**src/rtl/alu32_pkg.sv**
```systemverilog
// Shared types and constants for the 32-bit generate/propagate carry resolver.
// Latency: n/a (declarations only).
// Backpressure: n/a.
package alu32_pkg;

    localparam int WIDTH  = 32;
    localparam int LEVELS = 5;
    localparam int LVL_W  = 3;

    typedef enum logic [1:0] {
        IDLE    = 2'd0,
        RESOLVE = 2'd1,
        DONE    = 2'd2
    } state_t;

    typedef logic [LVL_W-1:0] level_t;

    localparam level_t LAST_LEVEL = level_t'(LEVELS - 1);

    // Fold the carry-in into bit 0's generate so the prefix tree sees it as a
    // plain carry source and G[i] becomes the carry out of bit i.
    function automatic logic [WIDTH-1:0] fold_cin(
        input logic [WIDTH-1:0] g,
        input logic [WIDTH-1:0] p,
        input logic             c
    );
        return g | {{(WIDTH-1){1'b0}}, p[0] & c};
    endfunction

endpackage

```
**src/rtl/prefix_cell.sv**
```systemverilog
// Single Kogge-Stone prefix operator: combines a bit's (G,P) with its partner's.
// Latency: combinational.
// Backpressure: none.
module prefix_cell (
    input  logic gi,
    input  logic pi,
    input  logic gj,
    input  logic pj,
    output logic go,
    output logic po
);

    assign go = gi | (pi & gj);
    assign po = pi & pj;

endmodule

```
**src/rtl/gp_resolve.sv**
```systemverilog
// Resolves per-bit generate/propagate into a 32-bit sum with a 5-level iterative Kogge-Stone tree.
// Latency: operand accepted in cycle N gives out_valid in cycle N+6; one operand per 7 cycles.
// Backpressure: result held in DONE until out_ready; in_ready only in IDLE. OVF_FLAG_EN adds the ovf port.
module gp_resolve
    import alu32_pkg::*;
(
    input  logic        clk,
    input  logic        rst,
    input  logic        in_valid,
    output logic        in_ready,
    input  logic [31:0] g_in,
    input  logic [31:0] p_in,
    input  logic        cin,
    output logic        out_valid,
    input  logic        out_ready,
    output logic [31:0] sum,
    output logic        cout
`ifdef OVF_FLAG_EN
    ,
    output logic        ovf
`endif
);

    state_t             state_q, state_d;
    level_t             level_q, level_d;
    logic [WIDTH-1:0]   g_q, g_d;
    logic [WIDTH-1:0]   p_q, p_d;
    logic [WIDTH-1:0]   praw_q, praw_d;
    logic               cin_q, cin_d;
    logic [WIDTH-1:0]   sum_q, sum_d;
    logic               cout_q, cout_d;
`ifdef OVF_FLAG_EN
    logic               ovf_q, ovf_d;
`endif

    logic [WIDTH-1:0]   g_nxt;
    logic [WIDTH-1:0]   p_nxt;
    logic               accept;
    logic               last_level;

    // One prefix cell per bit; the partner at distance 2^level is picked by the
    // current level. Bits with no partner see (G=0,P=1), which is the identity.
    for (genvar i = 0; i < WIDTH; i++) begin : g_bit
        logic [(2**LVL_W)-1:0] cand_g;
        logic [(2**LVL_W)-1:0] cand_p;

        for (genvar l = 0; l < 2**LVL_W; l++) begin : g_lvl
            if (l < LEVELS && i >= (1 << l)) begin : g_pair
                assign cand_g[l] = g_q[i - (1 << l)];
                assign cand_p[l] = p_q[i - (1 << l)];
            end else begin : g_pass
                assign cand_g[l] = 1'b0;
                assign cand_p[l] = 1'b1;
            end
        end

        prefix_cell u_cell (
            .gi (g_q[i]),
            .pi (p_q[i]),
            .gj (cand_g[level_q]),
            .pj (cand_p[level_q]),
            .go (g_nxt[i]),
            .po (p_nxt[i])
        );
    end

    assign accept     = in_valid & in_ready;
    assign last_level = (level_q == LAST_LEVEL);

    // State register.
    always_ff @(posedge clk) begin
        if (rst) begin
            state_q <= IDLE;
        end else begin
            state_q <= state_d;
        end
    end

    // Next-state: accept in IDLE, five resolve steps, hold DONE until consumed.
    always_comb begin
        state_d = state_q;
        case (state_q)
            IDLE:    if (accept)              state_d = RESOLVE;
            RESOLVE: if (last_level)          state_d = DONE;
            DONE:    if (out_ready)           state_d = IDLE;
            default:                          state_d = IDLE;
        endcase
    end

    // Handshake outputs decoded from state alone.
    always_comb begin
        in_ready  = (state_q == IDLE);
        out_valid = (state_q == DONE);
    end

    // Datapath next-state: load operand, step the tree, capture result on the last level.
    always_comb begin
        level_d = level_q;
        g_d     = g_q;
        p_d     = p_q;
        praw_d  = praw_q;
        cin_d   = cin_q;
        sum_d   = sum_q;
        cout_d  = cout_q;
`ifdef OVF_FLAG_EN
        ovf_d   = ovf_q;
`endif
        case (state_q)
            IDLE: begin
                if (accept) begin
                    g_d     = fold_cin(g_in, p_in, cin);
                    p_d     = p_in;
                    praw_d  = p_in;
                    cin_d   = cin;
                    level_d = '0;
                end
            end
            RESOLVE: begin
                g_d = g_nxt;
                p_d = p_nxt;
                if (last_level) begin
                    level_d = '0;
                    // g_nxt is the fully resolved carry vector at this point.
                    sum_d   = {praw_q[WIDTH-1:1] ^ g_nxt[WIDTH-2:0], praw_q[0] ^ cin_q};
                    cout_d  = g_nxt[WIDTH-1];
`ifdef OVF_FLAG_EN
                    ovf_d   = g_nxt[WIDTH-1] ^ g_nxt[WIDTH-2];
`endif
                end else begin
                    level_d = level_q + level_t'(1);
                end
            end
            default: begin
            end
        endcase
    end

    // Datapath registers; reset wipes any operation in flight.
    always_ff @(posedge clk) begin
        if (rst) begin
            level_q <= '0;
            g_q     <= '0;
            p_q     <= '0;
            praw_q  <= '0;
            cin_q   <= 1'b0;
            sum_q   <= '0;
            cout_q  <= 1'b0;
`ifdef OVF_FLAG_EN
            ovf_q   <= 1'b0;
`endif
        end else begin
            level_q <= level_d;
            g_q     <= g_d;
            p_q     <= p_d;
            praw_q  <= praw_d;
            cin_q   <= cin_d;
            sum_q   <= sum_d;
            cout_q  <= cout_d;
`ifdef OVF_FLAG_EN
            ovf_q   <= ovf_d;
`endif
        end
    end

    assign sum  = sum_q;
    assign cout = cout_q;
`ifdef OVF_FLAG_EN
    assign ovf  = ovf_q;
`endif

endmodule

```
**config.mk**
```make
export PLATFORM = sky130hd
export DESIGN_NAME = gp_resolve
export DESIGN_NICKNAME = d
export VERILOG_FILES = /design/src/rtl/alu32_pkg.sv /design/src/rtl/prefix_cell.sv /design/src/rtl/gp_resolve.sv
export SDC_FILE = /design/constraint.sdc
export NUM_CORES = 1
export LEC_CHECK = 0
export CAP_MARGIN = 20
export CORE_ASPECT_RATIO = 0.9
export CORE_MARGIN = 3
export CORE_UTILIZATION = 39
export CTS_BUF_LIST = sky130_fd_sc_hd__clkbuf_8
export DETAILED_ROUTE_END_ITERATION = 12
export GPL_TIMING_DRIVEN = 0
export SETUP_SLACK_MARGIN = 0.05
export SYNTH_ARGS = -nofsm -noshare
export SYNTH_HDL_FRONTEND = slang
export SYNTH_HIERARCHICAL = 1
export SYNTH_SLANG_ARGS = --single-unit
```
**constraint.sdc**
```tcl
create_clock -name clk -period 1.85 [get_ports clk]
set_input_delay 0.4625 -clock clk [delete_from_list [all_inputs] [get_ports clk]]
set_output_delay 0.4625 -clock clk [all_outputs]
set_load 0.1 [all_outputs]
```
Yosys cells after proc, flatten, opt, wreduce, memory -nomap -nowiden. Memory sizes are Yosys's and may differ from the RTL's. A register that Yosys moved wholly into a read port is not among the register bits. Index checks and enable logic that the tools add are counted.

Add/sub/neg operators: 1. Multipliers: 0. Div/mod/pow operators: 0. Magnitude comparators: 1. Equality and inequality tests: 6. Shifts and indexed selects: 0. Mux-type cells: 141. Bitwise logic cells: 101. Reductions and logical operators: 6.

Operator list (count): $bmux W1 S3 (62); $pmux W32 S2 (2); $and A1 B1 Y1 (66); $mux W1 (64); $mux W32 (2); $or A1 B1 Y1 (32); $or A32 B1 Y32 (1); $xor A31 B31 Y31 (1); $mux W3 (6); $mux W2 (3); $pmux W2 S3 (1); $pmux W3 S2 (1); $reduce_and A2 Y1 (3); $lt A3 B4 Y1 const B (1); $ne A2 B1 Y1 const B (2); $add A3 B1 Y3 const B (1); $eq A3 B3 Y1 const B (1); $reduce_and A3 Y1 (1); $eq A2 B1 Y1 const B (1); $eq A2 B2 Y1 const B (1); $logic_not A2 Y1 (1); $ne A2 B2 Y1 const B (1); $reduce_bool A2 Y1 (1); $xor A1 B1 Y1 (1).

Register bits: 135. Latch bits: 0. RAM bits: 0. ROM bits: 16. Input port bits: 69. Output and inout port bits: 35. Word-level logic and storage cells: 266. Memories: 2.

Memory list: (name not given) (words 8, bits a word 1, rd ports 1, clocked after Yosys merged registers in 1, wr ports 0, line gp_resolve.sv:61) `.pj (cand_p[level_q]),`; (name not given) (words 8, bits a word 1, rd ports 1, clocked after Yosys merged registers in 1, wr ports 0, line gp_resolve.sv:60) `.gj (cand_g[level_q]),`.

Longest topological paths before layout. Gate-level depths: netlist of run 1.

Word-level depth: 6. Gate-level depth with buffers: 10. Gate-level depth less buffers: 7.

By module. Netlist of run 1, hierarchy kept.

Modules (own cells, without submodules): gp_resolve (instances 1, cells an instance 999, area each 8105.3 um2, seq. area each 2702.6 um2); prefix_cell (instances 32, cells an instance 2, area each 15.0 um2, seq. area each 0.0 um2).

Worst setup path before layout of run 1. OpenSTA, ideal clock, no wires.

Path type: reg2out. Start: register state_q[0]. End: output port out_valid. Data arrival time: 1.959 ns. Data required time: 1.387 ns. Path slack: -0.571 ns. Stages on the path, launching flop included: 4. Path buffers: 2. Path through: dfxtp_1 -> buf_4 -> buf_4 -> nor2b_1.

Cells in the longest elaborated chain, start to end: 1.

Ends and longest elaborated chain: from (decl) (line gp_resolve.sv:24) `state_t state_q, state_d;`; from (signal assigned) (line gp_resolve.sv:75) `state_q <= state_d;`; $eq A2 B2 Y1 (line gp_resolve.sv:93) `out_valid = (state_q == DONE);`; to (decl) (line gp_resolve.sv:14) `output logic out_valid,`.

No other way between the ends.

Worst setup path after layout of run 1.
Start: register level_q[0]. End: register sum_q[30], in the netlist sum[30].

Cells in the longest elaborated chain, start to end: 5. Elaborated cells between the ends (all ways): 7. Those cells by class: eq/ne (1); mux (2); bitwise (3); reduce/logical (1).

Ends and longest elaborated chain: from (decl) (line gp_resolve.sv:25) `level_t level_q, level_d;`; from (signal assigned) (line gp_resolve.sv:152) `level_q <= level_d;`; $bmux W1 S3 (line gp_resolve.sv:60); $mux W1 (not written as such) (line gp_resolve.sv:60); $and A1 B1 Y1 (line prefix_cell.sv:13) `assign go = gi | (pi & gj);`; $or A1 B1 Y1 (line prefix_cell.sv:13); $xor A31 B31 Y31 (line gp_resolve.sv:124) `sum_d = {praw_q[WIDTH-1:1] ^ g_nxt[WIDTH-2:0], praw_q[0] ^ cin_q};`; to (signal assigned) (line gp_resolve.sv:157) `sum_q <= sum_d;`; to (decl) (line gp_resolve.sv:30) `logic [WIDTH-1:0] sum_q, sum_d;`.

Several ways; a longest one is shown, not always the timed one. The select of a mux whose other input is x is not followed. A chain may end at the register's enable or synchronous reset.

==> flow_summary.toml, run 1 <==
[floorplan]
num_io_pins = 104
die_h_um = 147
start_util_pct = 40.5
row_count = 50
core_mm2 = 0.0212
die_w_um = 162
die-area_mm2 = 0.0238

[global_routing]
grt_use_total_pct = 30.5
grt_use_met1_pct = 42.3
busiest_layer = "met2"
antenna_found_initial = 0
grt_pass1_wl_um = 55500
globalRouteMet3Util_pct = 6.71
overflow = 0
grt_use_met2_pct = 45.8
grt_pass1_vias = 8765
grt_max_degree = 17

[setup_path]
worstRegToRegCells = 10
worst_setup_path_start_kind = "register"
rrSetupSlack_ps = -180
endpoint_kind = "register"
reg2reg_to = "sum[30]"
worstSetupPathType = "register to register"
worst_ep_required_time_ps = 2240
crit_arrival_ps = 2420
crit_path_start = "level_q[0]"
worst-path-max-fanout = 9
r2r_start = "level_q[0]"

[drt]
wl_per_cell_um = 24.5
drt_first_pass_iters = 5
postRouteAntennaNets = 0
drc = 0
totalWireLength_um = 37600
dr_total_vias = 9167
drt_iter0_drc = 874
viasPerCell = 5.97

[worst_hold_path]
hold_start = "cout"
whs_path_depth = 2
min_to = "cout"
worstHoldPathType = "register to register"

[outcome]
violations = "setup timing"
status = "finished with violations"

[layout]
drive_above_1_share_pct = 39.8
n_antenna_cell = 0
layout.nets = 1307
finish.instance_area_mm2 = 0.0127
area_growth_pct = 48.4

[yosys]
avgSynthCellArea_um2 = 8.08
synth_top_area_share_pct = 31.5
ys_ff_latch = 135
synth_area_leaders = "dfxtp_1 31%, a21oi_1 6.2%, nor2_1 6.0%, nor3_1 4.8%, a211oi_1 4.7%"
syn_area_mm2 = 0.00859
synthesis.nets = 1134
synth_area_leader_cell = "dfxtp_1"
synthCells = 1063
yosysSeqAreaShare_pct = 31.5
yosys_most_used_dff = "dfxtp_1"
synthArstFlopShare_pct = 0
ys_types = 53
synth_edf_count = 0
yosysWarnings = 6

[power_and_ir_drop]
p_comb_share_pct = 33.3
leakagePower_uw = 0.00490
clkPwrFrac_pct = 28.5
power.switching_uw = 3350
vdd_drop_max_mv = 0.435
intPower_uw = 5950
p_per_area_mw_per_mm2 = 730
p_seq_share_pct = 38.2
switching_share_pct = 36.0

[placement]
place_area_mm2 = 0.0100
portBuffers = 102
place_congestion = 0.970
hpwl_um = 26000

[sta]
fin_ws_ps = -181
timing_hold_violations_final = 0
slew_violations = 0
tightest_slew_ps = 870
rsz0062_at_grt = "true"
holdWs_ps = 470
fmax_mhz = 492
setup_viol = 69
relSlewSlack_pct = 42.0
period_share_pct = 110
tns_ps = -6890
period_minus_slack_ps = 2030
skew_ps = 12.7

[clock_tree]
cts_made_buffers = 17
cts_buffer_depth = 2
cts_root_buf = "clkbuf_8"
htree_levels = 4
clk_pin_slew_ps = 80
cts.sinks = 135
cts_tree = "yes"
clk_latency_ps = 470

[job]
drv_cap = 0
## stage by stage
step / worst slack [ps] / power [uW] / util (%) / instances
after floorplan: -36.8 / 4960 / - / 1063
after global placement: -776 / 5780 / 47.4 / 1451
after detailed placement: -770 / 5780 / 47.4 / 1451
after CTS: -152 / 8890 / 56.1 / 1518
after global routing: -251 / 9620 / 60.1 / 1535
final: -181 / 9300 / 60.1 / 1535
## worst max path at each step
| stage | cells after the start | to |
|---|---|---|
| finish | 10 | sum[30] |
| global route | 10 | p_q[23] |
| CTS | 10 | p_q[24] |
| detailed placement | 4 | in_ready |
| global placement | 4 | in_ready |
| floorplan | 2 | out_valid |
## registers in the layout (all words and copies together), names as in the netlist
name and flops:
sum 32, cout 1, g_q 32, state_q 2, cin_q 1, praw_q 32
level_q 3, p_q 32
## layout make-up
| cell class | instances | area [um^2] |
|---|---|---|
| fill | 1846 | 8470 |
| tap | 286 | 358 |
| multi-input combinational | 826 | 6650 |
| buffer | 98 | 938 |
| sequential | 135 | 2720 |
| clock inverter | 14 | 160 |
| clock buffer | 18 | 248 |
| timing repair buffer | 155 | 1650 |
| inverter | 3 | 27.5 |
## Yosys cell counts, drive strengths merged (3+ instances only)
| cell type | n |
|---|---|
| o21ai | 9 |
| xnor2 | 32 |
| buf | 60 |
| or2b | 10 |
| dfxtp | 135 |
| mux2 | 4 |
| nand2 | 80 |
| clkbuf | 39 |
| and2 | 48 |
| or3 | 3 |
| nor4 | 31 |
| o22a | 4 |
| mux4 | 18 |
| o22ai | 15 |
| or3b | 33 |
| nor2 | 142 |
| a211oi | 54 |
| nand2b | 47 |
| nor3 | 82 |
| mux2i | 24 |
| a21oi | 106 |
| nor2b | 15 |
| a21o | 36 |
| o32ai | 14 |
## cell families after synthesis
kind of cell	synth area share, %
AND/OR/NAND/NOR	31.7
AO/OA/AOI/OAI	18.4
flip-flops	31.5
buffers and inverters	6.78
multiplexers	8.04
XOR/XNOR	3.26
adder cells (fa/ha/maj)	0.291
other	0.0875
## what timing repair did
item / 4_1_cts / 5_1_grt
cloned: 8 / 5
gates resized for setup: 456 / 162
pin swaps: 71 / 72
buffers inserted: 28 / 13
setup endpoints to repair: 165 / 110
hold buffers: 0 / 0
hold endpoints to repair: 0 / 0
## critical path: stages (launching register included)
cell      delay (ps)
dfxtp_4          400
buf_12           130
buf_12           160
inv_8             60
buf_12           140
ha_4             160
and4b_2          230
buf_12           170
buf_12           140
buf_12           130
a211oi_2         210
## layout by cell type (no fill, tap or decap), types with 7 or more instances in the layout
master	n
a211oi_1	12
a211oi_2	40
a21o_1	36
a21oi_1	69
a21oi_2	34
and2_1	12
and2_4	30
buf_12	24
buf_2	30
buf_4	35
buf_6	27
buf_8	9
clkbuf_1	23
clkbuf_16	7
clkbuf_2	7
clkbuf_4	15
clkbuf_8	20
clkdlybuf4s50_1	66
dfxtp_1	131
mux2i_1	18
mux4_2	18
nand2_1	74
nand2b_1	21
nand2b_4	26
nor2_1	107
nor2_2	17
nor2_4	18
nor2b_1	7
nor3_1	68
nor3_2	10
nor4_1	13
nor4_2	18
o22ai_1	8
o32ai_2	12
or2b_1	10
or3b_1	30
xnor2_1	19
xnor2_2	13
## metal layers
layer | up-vias | part of all wire [%]
li1 | 4127 | -
met1 | 4457 | 43
met2 | 480 | 44
met3 | 103 | 8.5
met4 | 0 | 4.1
met5 | - | 0
## power groups by stage
stage          logic, uW  registers [uW]  clock network, uW
6_report            3100            3560               2650
4_1_cts             2730            3510               2660
5_1_grt             3270            3570               2780
3_3_place_gp        2240            3540                  0
3_5_place_dp        2250            3540                  0
2_1_floorplan       1600            3360                  0
No activity file was read; power rests on OpenSTA's default activity.
==> run 2, diff against run 1 <==
Settings changed: CORE_MARGIN 3 to not set.
==> run 2 against run 1 <==
The run still ends with setup timing left. Clock skew rose by 5.2 ps. Register-to-register slack got worse by 20 ps. Sequential power fell by 1%. Die area fell by 5.1%. Cell count fell by 1.0%. Hold slack got worse by 0.57 ps. Combinational power fell by 10%. Global-route usage rose by 1.3 points. Non-clock buffer count fell by 21. Design area fell by 8.0%. Largest cell class unchanged. Largest power group unchanged. Highest routed layer unchanged.
==> flow_summary.toml, run 2 (synthesis gave the netlist of run 1 again) <==
[outcome]
status = "finished with violations"
violations = "setup timing"

[setup_path]
worst-path-max-fanout = 6
worst_ep_required_time_ps = 2240
rrSetupSlack_ps = -200
worst_setup_path_start_kind = "register"
worstRegToRegCells = 10
critPathSlowestCell = "dfxtp_4"
endpoint_kind = "register"
path_cells = "buf_12 > buf_12 > inv_6 > buf_8 > ha_4 > and4b_4 > clkbuf_16 > clkbuf_16 > nor2_1 > a211oi_1"
r2r_start = "level_q[0]"
reg2reg_to = "sum[18]"
worstSetupPathType = "register to register"
crit_arrival_ps = 2450
worst_path_largest_cell_delay_ps = 390

[placement]
place_congestion = 0.966
portBuffers = 102
hpwl_um = 25600
pre_cts_ws_ps = -868

[drt]
wl_per_cell_um = 23.8
drt_first_pass_iters = 5
totalWireLength_um = 36200
drc = 0
viasPerCell = 5.91
drt_iter0_drc = 859
dr_total_vias = 8977
postRouteAntennaNets = 0

[clock_tree]
htree_levels = 4
cts_root_buf = "clkbuf_8"
cts_tree = "yes"
clk_latency_ps = 480
holdBufCountCts = 0
cts_buffer_depth = 2
cts.sinks = 135
cts_made_buffers = 17
clk_pin_slew_ps = 90

[power_and_ir_drop]
leakagePower_uw = 0.00456
vdd_drop_max_mv = 0.500
p_per_area_mw_per_mm2 = 752

[floorplan]
start_util_pct = 39.7
row_count = 51
die_h_um = 143
die_w_um = 158
num_io_pins = 104
core_mm2 = 0.0216
die-area_mm2 = 0.0226

[global_routing]
grt_use_total_pct = 31.8
overflow = 0
grt_pass1_wl_um = 52600
grt_max_degree = 17
grt_pass1_vias = 8297
antenna_found_initial = 0

[sta]
period_minus_slack_ps = 2050
tightest_slew_ps = 959
timing_hold_violations_final = 0
period_share_pct = 111
fmax_mhz = 487
rsz0062_at_grt = "true"
skew_ps = 17.9
holdWs_ps = 469
slew_violations = 0
relSlewSlack_pct = 36.0
setup_viol = 75
fin_ws_ps = -204

[worst_hold_path]
min_to = "praw_q[27]"
worstHoldPathType = "register to register"
hold_start = "praw_q[27]"
whs_path_depth = 2

[layout]
final_common_cell = "dfxtp_1"
n_antenna_cell = 0
layout.nets = 1286
fin_util_pct = 54.2
layout_common_cells = "131 x dfxtp_1, 127 x nor2_1, 76 x nand2_1, 76 x a21oi_1, 74 x nor3_1"
area_growth_pct = 36.5
drive_above_1_share_pct = 31.4

[job]
drv_cap = 0
-- run 2: cell types whose count changed in the layout (fill, tap and decap cells not counted), sizes merged --
cell and delta:
buf -13, inv -1, clkinvlp +1, clkbuf -9
clkinv +1
-- run 2: final cells by class --
cell class	count	area [um^2]
clock inverter	15	151
sequential	135	2710
tap	291	364
fill	2046	9910
timing repair buffer	135	1340
multi-input combinational	826	6040
inverter	3	21.3
clock buffer	17	234
buffer	97	863
-- run 2: timing repair --
action                     4_1_cts  5_1_grt
pin swaps                       25       38
setup buffers                   16        7
gates cloned                     3        7
resized for setup              319      116
setup endpoints to repair      166       97
-- run 2: power by group --
group | internal, uW | switching [uW]
combinational | 1370 | 1410
clock | 1200 | 1320
sequential | 3110 | 409
-- run 2: routing by layer --
metal  vias to the layer above  share of wire, %  track usage, %
met5                         -                 0               0
met3                        91               8.3            6.13
met2                       489                43            48.5
li1                       4070                 -               -
met4                         0               4.1            12.8
met1                      4327                44            44.0
-- run 2: per-stage QoR --
step	setup TNS (ps)	instance area [um^2]	std cells	total power [uW]
floorplan	-36.8	8670	1063	4960
global placement	-63110	10100	1456	5780
detailed placement	-64400	10100	1456	5790
CTS	-4780	11000	1505	8540
global route	-12620	11700	1519	9130
finish	-8310	11700	1519	8810
-- run 2: worst max path at each step --
stage | from | to | slack (ps) | cells past startpoint
after global routing | level_q[0] | sum[15] | -230 | 10
after CTS | level_q[0] | p_q[18] | -140 | 10
after detailed placement | state_q[1] | in_ready | -870 | 4
final | level_q[0] | sum[18] | -200 | 10
after global placement | state_q[1] | in_ready | -900 | 4
after floorplan | state_q[1] | out_valid | -40 | 2
-- run 2: critical path, delay by kind of cell, from the launching register on --
family,cells,cell delay [ps]
buf+inv,6,860
flops,1,390
simple gates,2,380
compound gates,1,190
fa+ha+maj,1,150
==> RTL edit: new RTL, config.mk and constraints of run 1 <==
Set the package constant `LVL_W` to 2 (it was 3).
--- a/src/rtl/alu32_pkg.sv
+++ b/src/rtl/alu32_pkg.sv
@@ -5,7 +5,7 @@
 
     localparam int WIDTH  = 32;
     localparam int LEVELS = 5;
-    localparam int LVL_W  = 3;
+    localparam int LVL_W  = 2;
 
     typedef enum logic [1:0] {
         IDLE    = 2'd0,
Check against the original RTL: not equivalent (Yosys sat finds a counterexample within 4 cycles, from zero or initial values and one cycle with rst high).
==> RTL edit against run 1 <==
The flow still finishes with violations (setup timing). Routed wire length down 26%. Power decreased by 6.3%. Area after synthesis is 8.8% lower. Worst setup slack gained 160 ps. Synthesized cell count decreased by 18%. Final area shrank 18%. Sequential cell count is 1 lower.
==> RTL edit: results (changes against run 1) <==
[status]
outcome=finished with violations  ; unchanged
failing_checks=setup timing  ; unchanged

[layout]
final.fill_count=1778  ; was 1,846
layout.clock.cell_area_share_pct=3.93  ; was 3.20%
regArea_um2=2690  ; was 2720 µm²
layout-drive-gt1-share_pct=36.8  ; was 39.8%
finalNetCount=1092  ; was 1,307

[synthesis]
synth-xor-area-share_pct=3.58  ; was 3.26%
synth.net_count=941  ; was 1,134
postSynthCellCount=870  ; was 1,063
muxShareOfSynthArea_pct=15.5  ; was 8.04%
share_of_the_yosys_chip_area_belonging_to_registers_pct=34.3  ; was 31.5%
yosys.area_share.adder_pct=0.320  ; was 0.291%

[grt]
via_count_of_the_first_global_routing_pass=7066  ; was 8,765
met2_usage_pct=38.2  ; was 45.8%
grtUsageTotal_pct=25.0  ; was 30.5%
global_route.usage.met3_pct=4.45  ; was 6.71%

[timing]
hold_slack_ps=471  ; was 470 ps
final_worst_path_setup_slack_ps=-19.8  ; was -181 ps
timing.final.setup_violations=4  ; was 69
relSlewSlack_pct=39.6  ; was 42.0%

[routing]
routed_vias_inst=5.73  ; was 5.97
routed_wl_um=27700  ; was 37,600 µm
wl_met3_um=1990  ; was 3210 µm

[worst_hold_path]
hp-start=praw_q[0]$_SDFFE_PP0P_  ; was cout$_SDFFE_PP0P_
timing.hold.worst_endpoint=praw_q[0]$_SDFFE_PP0P_  ; was cout$_SDFFE_PP0P_

[worst_setup_path]
crit_path_max_incr_delay_ps=480  ; was 400 ps
worst-endpoint-arrival_ps=2250  ; was 2420 ps

[pwr]
net-switching-power_mw=3.14  ; was 3.35 mW

[placed_design]
place.detailed.instances=1222  ; was 1,451

-- RTL edit: changes by cell type in the layout (fill, tap and decap cells not counted), sizes merged, moves of 10 or more --
| cell | run 1 | this run |
|---|---|---|
| a211oi | 54 | 32 |
| clkbuf | 72 | 43 |
| or2b | 10 | 0 |
| and2 | 48 | 32 |
| a21oi | 106 | 68 |
| nand2b | 47 | 34 |
| mux2i | 24 | 13 |
| nor3 | 82 | 63 |
| o22ai | 15 | 0 |
| nor2b | 15 | 2 |
| mux4 | 18 | 48 |
| nor2 | 142 | 132 |
| buf | 132 | 118 |
| o32ai | 14 | 0 |
-- RTL edit: what timing repair did --
action	in CTS	in global routing
gates cloned	3	2
setup buffers	12	15
gates resized for setup	289	87
pin swaps	35	34
setup endpoints to repair	124	124
-- RTL edit: worst min-delay path: stages (launching register included) --
cell,delay (ps)
dfxtp_1,320
nand2_1,50
a21oi_1,50
